<file path="src/rtl/mem_bus_arbiter.sv">
// mem_bus_arbiter
// Shares the single processor-memory bus between the instruction cache
// (fetch loads only) and the data cache (loads and stores). The arbiter
// grants one requester per cycle and forwards the memory's immediate
// response tag to that requester only. It also keeps an owner table of
// in-flight load tags, so each completion is steered back to the cache
// that issued the load.
//
// Ports
//   clock, reset            system clock, asynchronous active-low reset
//   Icache2arb_*            Icache request (BUS_LOAD only; anything else is idle)
//   Dcache2arb_*            Dcache request (BUS_LOAD / BUS_STORE) plus store data
//   arb2Icache_response/tag response tag and completion tag owned by Icache
//   arb2Dcache_response/tag response tag and completion tag owned by Dcache
//   arb2*_data              mem2proc_data passthrough, qualified by the tag port
//   proc2mem_*              granted command/address/data to memory
//   mem2proc_*              memory response tag, completion tag and data
//   outstanding_count       number of loads in flight
module mem_bus_arbiter #(
  parameter int STARVE_LIMIT    = 4,
  parameter int MAX_OUTSTANDING = 15
) (
  input  logic        clock,
  input  logic        reset,
  input  logic [1:0]  Icache2arb_command,
  input  logic [63:0] Icache2arb_addr,
  input  logic [1:0]  Dcache2arb_command,
  input  logic [63:0] Dcache2arb_addr,
  input  logic [63:0] Dcache2arb_data,
  output logic [3:0]  arb2Icache_response,
  output logic [3:0]  arb2Icache_tag,
  output logic [63:0] arb2Icache_data,
  output logic [3:0]  arb2Dcache_response,
  output logic [3:0]  arb2Dcache_tag,
  output logic [63:0] arb2Dcache_data,
  output logic [1:0]  proc2mem_command,
  output logic [63:0] proc2mem_addr,
  output logic [63:0] proc2mem_data,
  input  logic [3:0]  mem2proc_response,
  input  logic [3:0]  mem2proc_tag,
  input  logic [63:0] mem2proc_data,
  output logic [3:0]  outstanding_count
);

  localparam logic [1:0] BUS_NONE  = 2'd0;
  localparam logic [1:0] BUS_LOAD  = 2'd1;
  localparam logic [1:0] BUS_STORE = 2'd2;
  localparam int         SW        = $clog2(STARVE_LIMIT + 1);

  // Owner table indexed by tag; entry 0 is never allocated because
  // tag 0 means "no tag" on both memory return paths.
  logic [15:0]   tag_valid;
  logic [15:0]   tag_owner;   // 0 = Icache, 1 = Dcache
  logic [SW-1:0] starve_cnt;

  logic          icache_req, dcache_req, dcache_is_load;
  logic          at_max, icache_elig, dcache_elig;
  logic          grant_icache, grant_dcache;
  logic          alloc, alloc_new, comp;
  logic [3:0]    count_next;
  logic [SW-1:0] starve_next;

  assign icache_req     = (Icache2arb_command == BUS_LOAD);
  assign dcache_is_load = (Dcache2arb_command == BUS_LOAD);
  assign dcache_req     = dcache_is_load || (Dcache2arb_command == BUS_STORE);
  assign at_max         = (outstanding_count == 4'(MAX_OUTSTANDING));
  assign icache_elig    = icache_req && !at_max;
  assign dcache_elig    = dcache_req && !(dcache_is_load && at_max);

  // Dcache has priority unless Icache has gone unanswered long enough.
  // Both grants are held off during reset so the bus stays idle.
  assign grant_icache = reset && icache_elig &&
                        ((starve_cnt == SW'(STARVE_LIMIT)) || !dcache_elig);
  assign grant_dcache = reset && dcache_elig && !grant_icache;

  always_comb begin
    proc2mem_command = BUS_NONE;
    proc2mem_addr    = '0;
    proc2mem_data    = '0;
    if (grant_icache) begin
      proc2mem_command = BUS_LOAD;
      proc2mem_addr    = Icache2arb_addr;
    end else if (grant_dcache) begin
      proc2mem_command = Dcache2arb_command;
      proc2mem_addr    = Dcache2arb_addr;
      proc2mem_data    = Dcache2arb_data;
    end
  end

  assign arb2Icache_response = grant_icache ? mem2proc_response : 4'd0;
  assign arb2Dcache_response = grant_dcache ? mem2proc_response : 4'd0;

  // Completions for tags not in the table (e.g. issued before a reset)
  // are dropped silently.
  assign comp = reset && (mem2proc_tag != 4'd0) && tag_valid[mem2proc_tag];

  always_comb begin
    arb2Icache_tag = 4'd0;
    arb2Dcache_tag = 4'd0;
    if (comp) begin
      if (tag_owner[mem2proc_tag]) arb2Dcache_tag = mem2proc_tag;
      else                         arb2Icache_tag = mem2proc_tag;
    end
  end

  assign arb2Icache_data = mem2proc_data;
  assign arb2Dcache_data = mem2proc_data;

  // Only accepted loads are tracked; stores never complete with a tag.
  assign alloc = (grant_icache || (grant_dcache && dcache_is_load)) &&
                 (mem2proc_response != 4'd0);

  // An allocation adds to the count only if the entry is free once this
  // cycle's completion has been applied; overwriting a live entry does not.
  assign alloc_new = alloc && (!tag_valid[mem2proc_response] ||
                               (comp && (mem2proc_tag == mem2proc_response)));

  always_comb begin
    count_next = outstanding_count;
    if (alloc_new && !comp)      count_next = outstanding_count + 4'd1;
    else if (!alloc_new && comp) count_next = outstanding_count - 4'd1;
  end

  always_comb begin
    starve_next = '0;
    if (icache_req && (arb2Icache_response == 4'd0)) begin
      if (starve_cnt == SW'(STARVE_LIMIT)) starve_next = starve_cnt;
      else                                 starve_next = starve_cnt + 1'b1;
    end
  end

  always_ff @(posedge clock or negedge reset) begin
    if (!reset) begin
      tag_valid         <= '0;
      tag_owner         <= '0;
      starve_cnt        <= '0;
      outstanding_count <= '0;
    end else begin
      // Clear before set: a same-tag completion and reallocation leaves the
      // entry valid with the new owner.
      if (comp) tag_valid[mem2proc_tag] <= 1'b0;
      if (alloc) begin
        tag_valid[mem2proc_response] <= 1'b1;
        tag_owner[mem2proc_response] <= grant_dcache;
      end
      starve_cnt        <= starve_next;
      outstanding_count <= count_next;
    end
  end

endmodule

</file>
<file path="config.mk">
export PLATFORM = sky130hd
export DESIGN_NAME = mem_bus_arbiter
export DESIGN_NICKNAME = d
export VERILOG_FILES = /design/src/rtl/mem_bus_arbiter.sv
export SDC_FILE = /design/constraint.sdc
export NUM_CORES = 1
export LEC_CHECK = 0
export BUFFER_PORTS_ARGS = -buffer_cell sky130_fd_sc_hd__buf_2
export CAP_MARGIN = 10
export CELL_PAD_IN_SITES_DETAIL_PLACEMENT = 1
export CELL_PAD_IN_SITES_GLOBAL_PLACEMENT = 1
export CORE_AREA = 8 8 205 207
export DETAILED_ROUTE_END_ITERATION = 6
export DIE_AREA = 0 0 213 215
export GPL_TIMING_DRIVEN = 0
export PLACE_DENSITY = 0.49
export SLEW_MARGIN = 20
export SYNTH_ARGS = -nofsm -noshare
export SYNTH_HDL_FRONTEND = slang
export SYNTH_SLANG_ARGS = --single-unit
</file>
<file path="constraint.sdc">
create_clock -name clock -period 5 [get_ports clock]
set_clock_uncertainty 0.1 [all_clocks]
set_input_delay 0.5 -clock clock [delete_from_list [all_inputs] [get_ports clock]]
set_output_delay 0.5 -clock clock [all_outputs]
set_load 0.005 [all_outputs]
</file>
==> flow_summary.toml <==
[outcome]
outcome = "complete, but fails checks"
violations = "negative hold slack"

[logic_synthesis]
synth_top_cell_by_area = "dfrtp_1"
ys_ff_latch = 39
synthMuxAreaShare_pct = 10.8
ys_top_cells_by_area = "dfrtp_1 21%, buf_4 21%, a22o_1 12%"
synthCells = 530
synth_fa_ha_area_share_pct = 1.79
synthesis.area_um2 = 4600
syn-num-nets = 806
synth_compound_area_share_pct = 19.0
postSynthAreaPerCell_um2 = 8.68
yosysTopAreaCellShare_pct = 21.2
synth_xor_area_share_pct = 1.90
ys_async_sr_fraction_pct = 100
synth_top_family_by_area = "buffers and inverters"
ys_seq_area_share_pct = 21.2
yosysUniqueCellTypes = 53
synth_edf_count = 0
synth-simple-area-share_pct = 20.0
ys.warnings.count = 0
synth-main-ff-cell = "dfrtp_1"

[sta]
worstMarginPinSlew_ns = 0.738
finalSetupTns_ns = 0
hold_viol = 6
timing.final.crit_share_pct = 71.2
max_freq_mhz = 281
timing.slew.headroom_pct = 50.8
min_period_ns = 3.56
rsz0062_at_grt = "no"
hold_ws_ns = -0.00147
setup_violations = 0
drv_slew = 0

[setup_path]
cp_max_fo = 10
crit_buf_inv = 4
reg2reg_depth = 14
timing_worst_setup_path_type = "reg -> out"
r2r-start = "outstanding_count[0]"
worst-path-stages = 9
reg2reg_setup_slack_ns = 1.77
required_ns = 4.40
crit_path_top_delay_cell = "clkbuf_1"
critPathTopFamily = "buffers and inverters"
crit_arrival_ns = 2.96
start_kind = "flip-flop"
worstSetupEndpointType = "output port"
timing.rr.end = "outstanding_count[3]"
path_cells = "inv_1, ha_1, nand2_1, o311ai_1, nor2_1, clkbuf_1, clkbuf_1, a22o_1, buf_2"
critical_path.most_common_cell = "clkbuf_1"
crit_path_max_incr_delay_ns = 0.48

[clock_network]
tritoncts = "built"
cts_buffer_depth = 2
cts_inserted_buffers = 5
cts_sinks = 39
clock-root-buffer = "clkbuf_16"
cts_resized = 0
clkTransAtPathRegs_ns = 0.06
htree_levels = 2
worstSkewPairLatency_ns = 0.29
holdBufCountCts = 0
cts_setup_buffers = 0

[finish]
fillers = 4815
final_area_um2 = 7880
fin_util_pct = 20.2
final_cell_mix = "489 x buf_2, 129 x buf_4, 82 x and2_1"
seq_area_um2 = 976
final_common_cell = "buf_2"
multi_input_area_um2 = 2470
drive_above_1_share_pct = 64.9
layout.nets = 1296
fin_cells = 1552
synthToLayoutAreaGrowth_pct = 71.2

[global_routing]
gr-total-overflow = 0
grt_first_pass_wirelength_mm = 50.0
first_global_vias = 6284
antenna_found_initial = 20
grt.total_usage_pct = 15.0
grt_start_max_net_pins = 43

[power_and_ir_drop]
p_sw_share_pct = 37.3
ir_drop_v = 0.000112
seq_power_share_pct = 28.2
leakage_nw = 4.40
pwr-share-comb_pct = 50.8
p_int_w = 0.00100
p_clk_share_pct = 20.9
power_density_nw_per_um2 = 203
p_sw_w = 0.000596

[die]
std_cell_rows = 73
fp.dieW_um = 213
die_h_um = 215
initial_core_util_pct = 11.8
dieArea_um2 = 45800
core_um2 = 39000
pin_count = 548

[placement]
dpl_cell_area_um2 = 7690
portBuffers = 481
place_congestion = 0.829
hpwl_mm = 33.1
dp_cells = 1537

[route]
drc = 0
ant_nets = 0
vias_per_cell = 3.74
wl_mm = 36.0
vias = 5800
drt_iter0_drc = 250
drt-pass1-iter-count = 4
wl_per_cell_um = 23.2

[job]
maxCapViolations = 0

[min_path]
hold_path_class = "in -> async"
-- state kept, by name, indices dropped and copies added (netlist names) --
name	count
starve_cnt	3
tag_owner	16
tag_valid	16
outstanding_count	4
-- metrics by stage --
stage | worst slack, ns | power, W
3_3_place_gp | -0.0709 | 0.00127
6_report | 1.44 | 0.00160
5_1_grt | 1.14 | 0.00171
4_1_cts | 0.859 | 0.00163
2_1_floorplan | 1.82 | 0.000851
3_5_place_dp | 0.851 | 0.00129
-- synthesized netlist by cell type, types with 2 or more instances --
library cell	number
a21bo_2	3
a21o_1	5
a21oi_1	5
a22o_1	64
and2_1	82
buf_2	8
buf_4	129
clkbuf_1	28
dfrtp_1	39
ha_1	5
inv_1	9
mux2_2	18
mux2i_1	6
mux4_1	2
mux4_2	8
nand2_1	22
nand2b_1	4
nand3_1	14
nand3b_1	2
nand4_1	4
nand4b_1	2
nor2_1	14
nor2b_1	5
nor3_1	4
o21ai_0	7
o21bai_1	2
o31ai_1	2
or3_1	4
xnor2_1	4
xor2_1	6
-- routing by layer --
metal / up-vias / part of all wire (%) / GRT usage (%)
met5: - / 0.36 / 0
met2: 262 / 54 / 28.2
li1: 2704 / - / -
met1: 2780 / 37 / 17.0
met3: 34 / 8.9 / 4.85
met4: 20 / 0.32 / 0.552
-- how the worst max path moves through the flow --
| stage | start | endpoint | slack (ns) |
|---|---|---|---|
| after global routing | starve_cnt[0] | proc2mem_addr[40] | 1.14 |
| after global placement | reset | proc2mem_addr[58] | -0.07 |
| after CTS | reset | proc2mem_addr[58] | 0.86 |
| after detailed placement | reset | proc2mem_addr[58] | 0.85 |
| final | starve_cnt[0] | proc2mem_addr[40] | 1.44 |
| after floorplan | mem2proc_response[0] | outstanding_count[3] | 1.82 |
-- layout make-up --
type,instances,share of cell area [%]
multi-input cells,315,31.4
repair buffers,483,31.0
plain buffers,167,14.3
flip-flops and latches,39,12.4
well taps,525,8.34
clock buffers,7,1.81
inverters,9,0.429
diodes,6,0.191
clock inverters,1,0.111
-- kinds of logic after synthesis --
family / after synthesis
compound gates: 103
fa+ha+maj: 6
simple gates: 162
buf+inv: 176
mux: 34
xor+xnor: 10
flops: 39
-- power by group through the flow --
| stage | registers (W) | logic [W] | clock network [W] |
|---|---|---|---|
| after CTS | 0.000452 | 0.000836 | 0.000342 |
| after global placement | 0.000455 | 0.000819 | 0 |
| after detailed placement | 0.000456 | 0.000834 | 0 |
| after global routing | 0.000464 | 0.000888 | 0.000354 |
| final | 0.000451 | 0.000813 | 0.000334 |
| after floorplan | 0.000437 | 0.000414 | 0 |
Note: power is estimated with default switching activity, not from simulation.
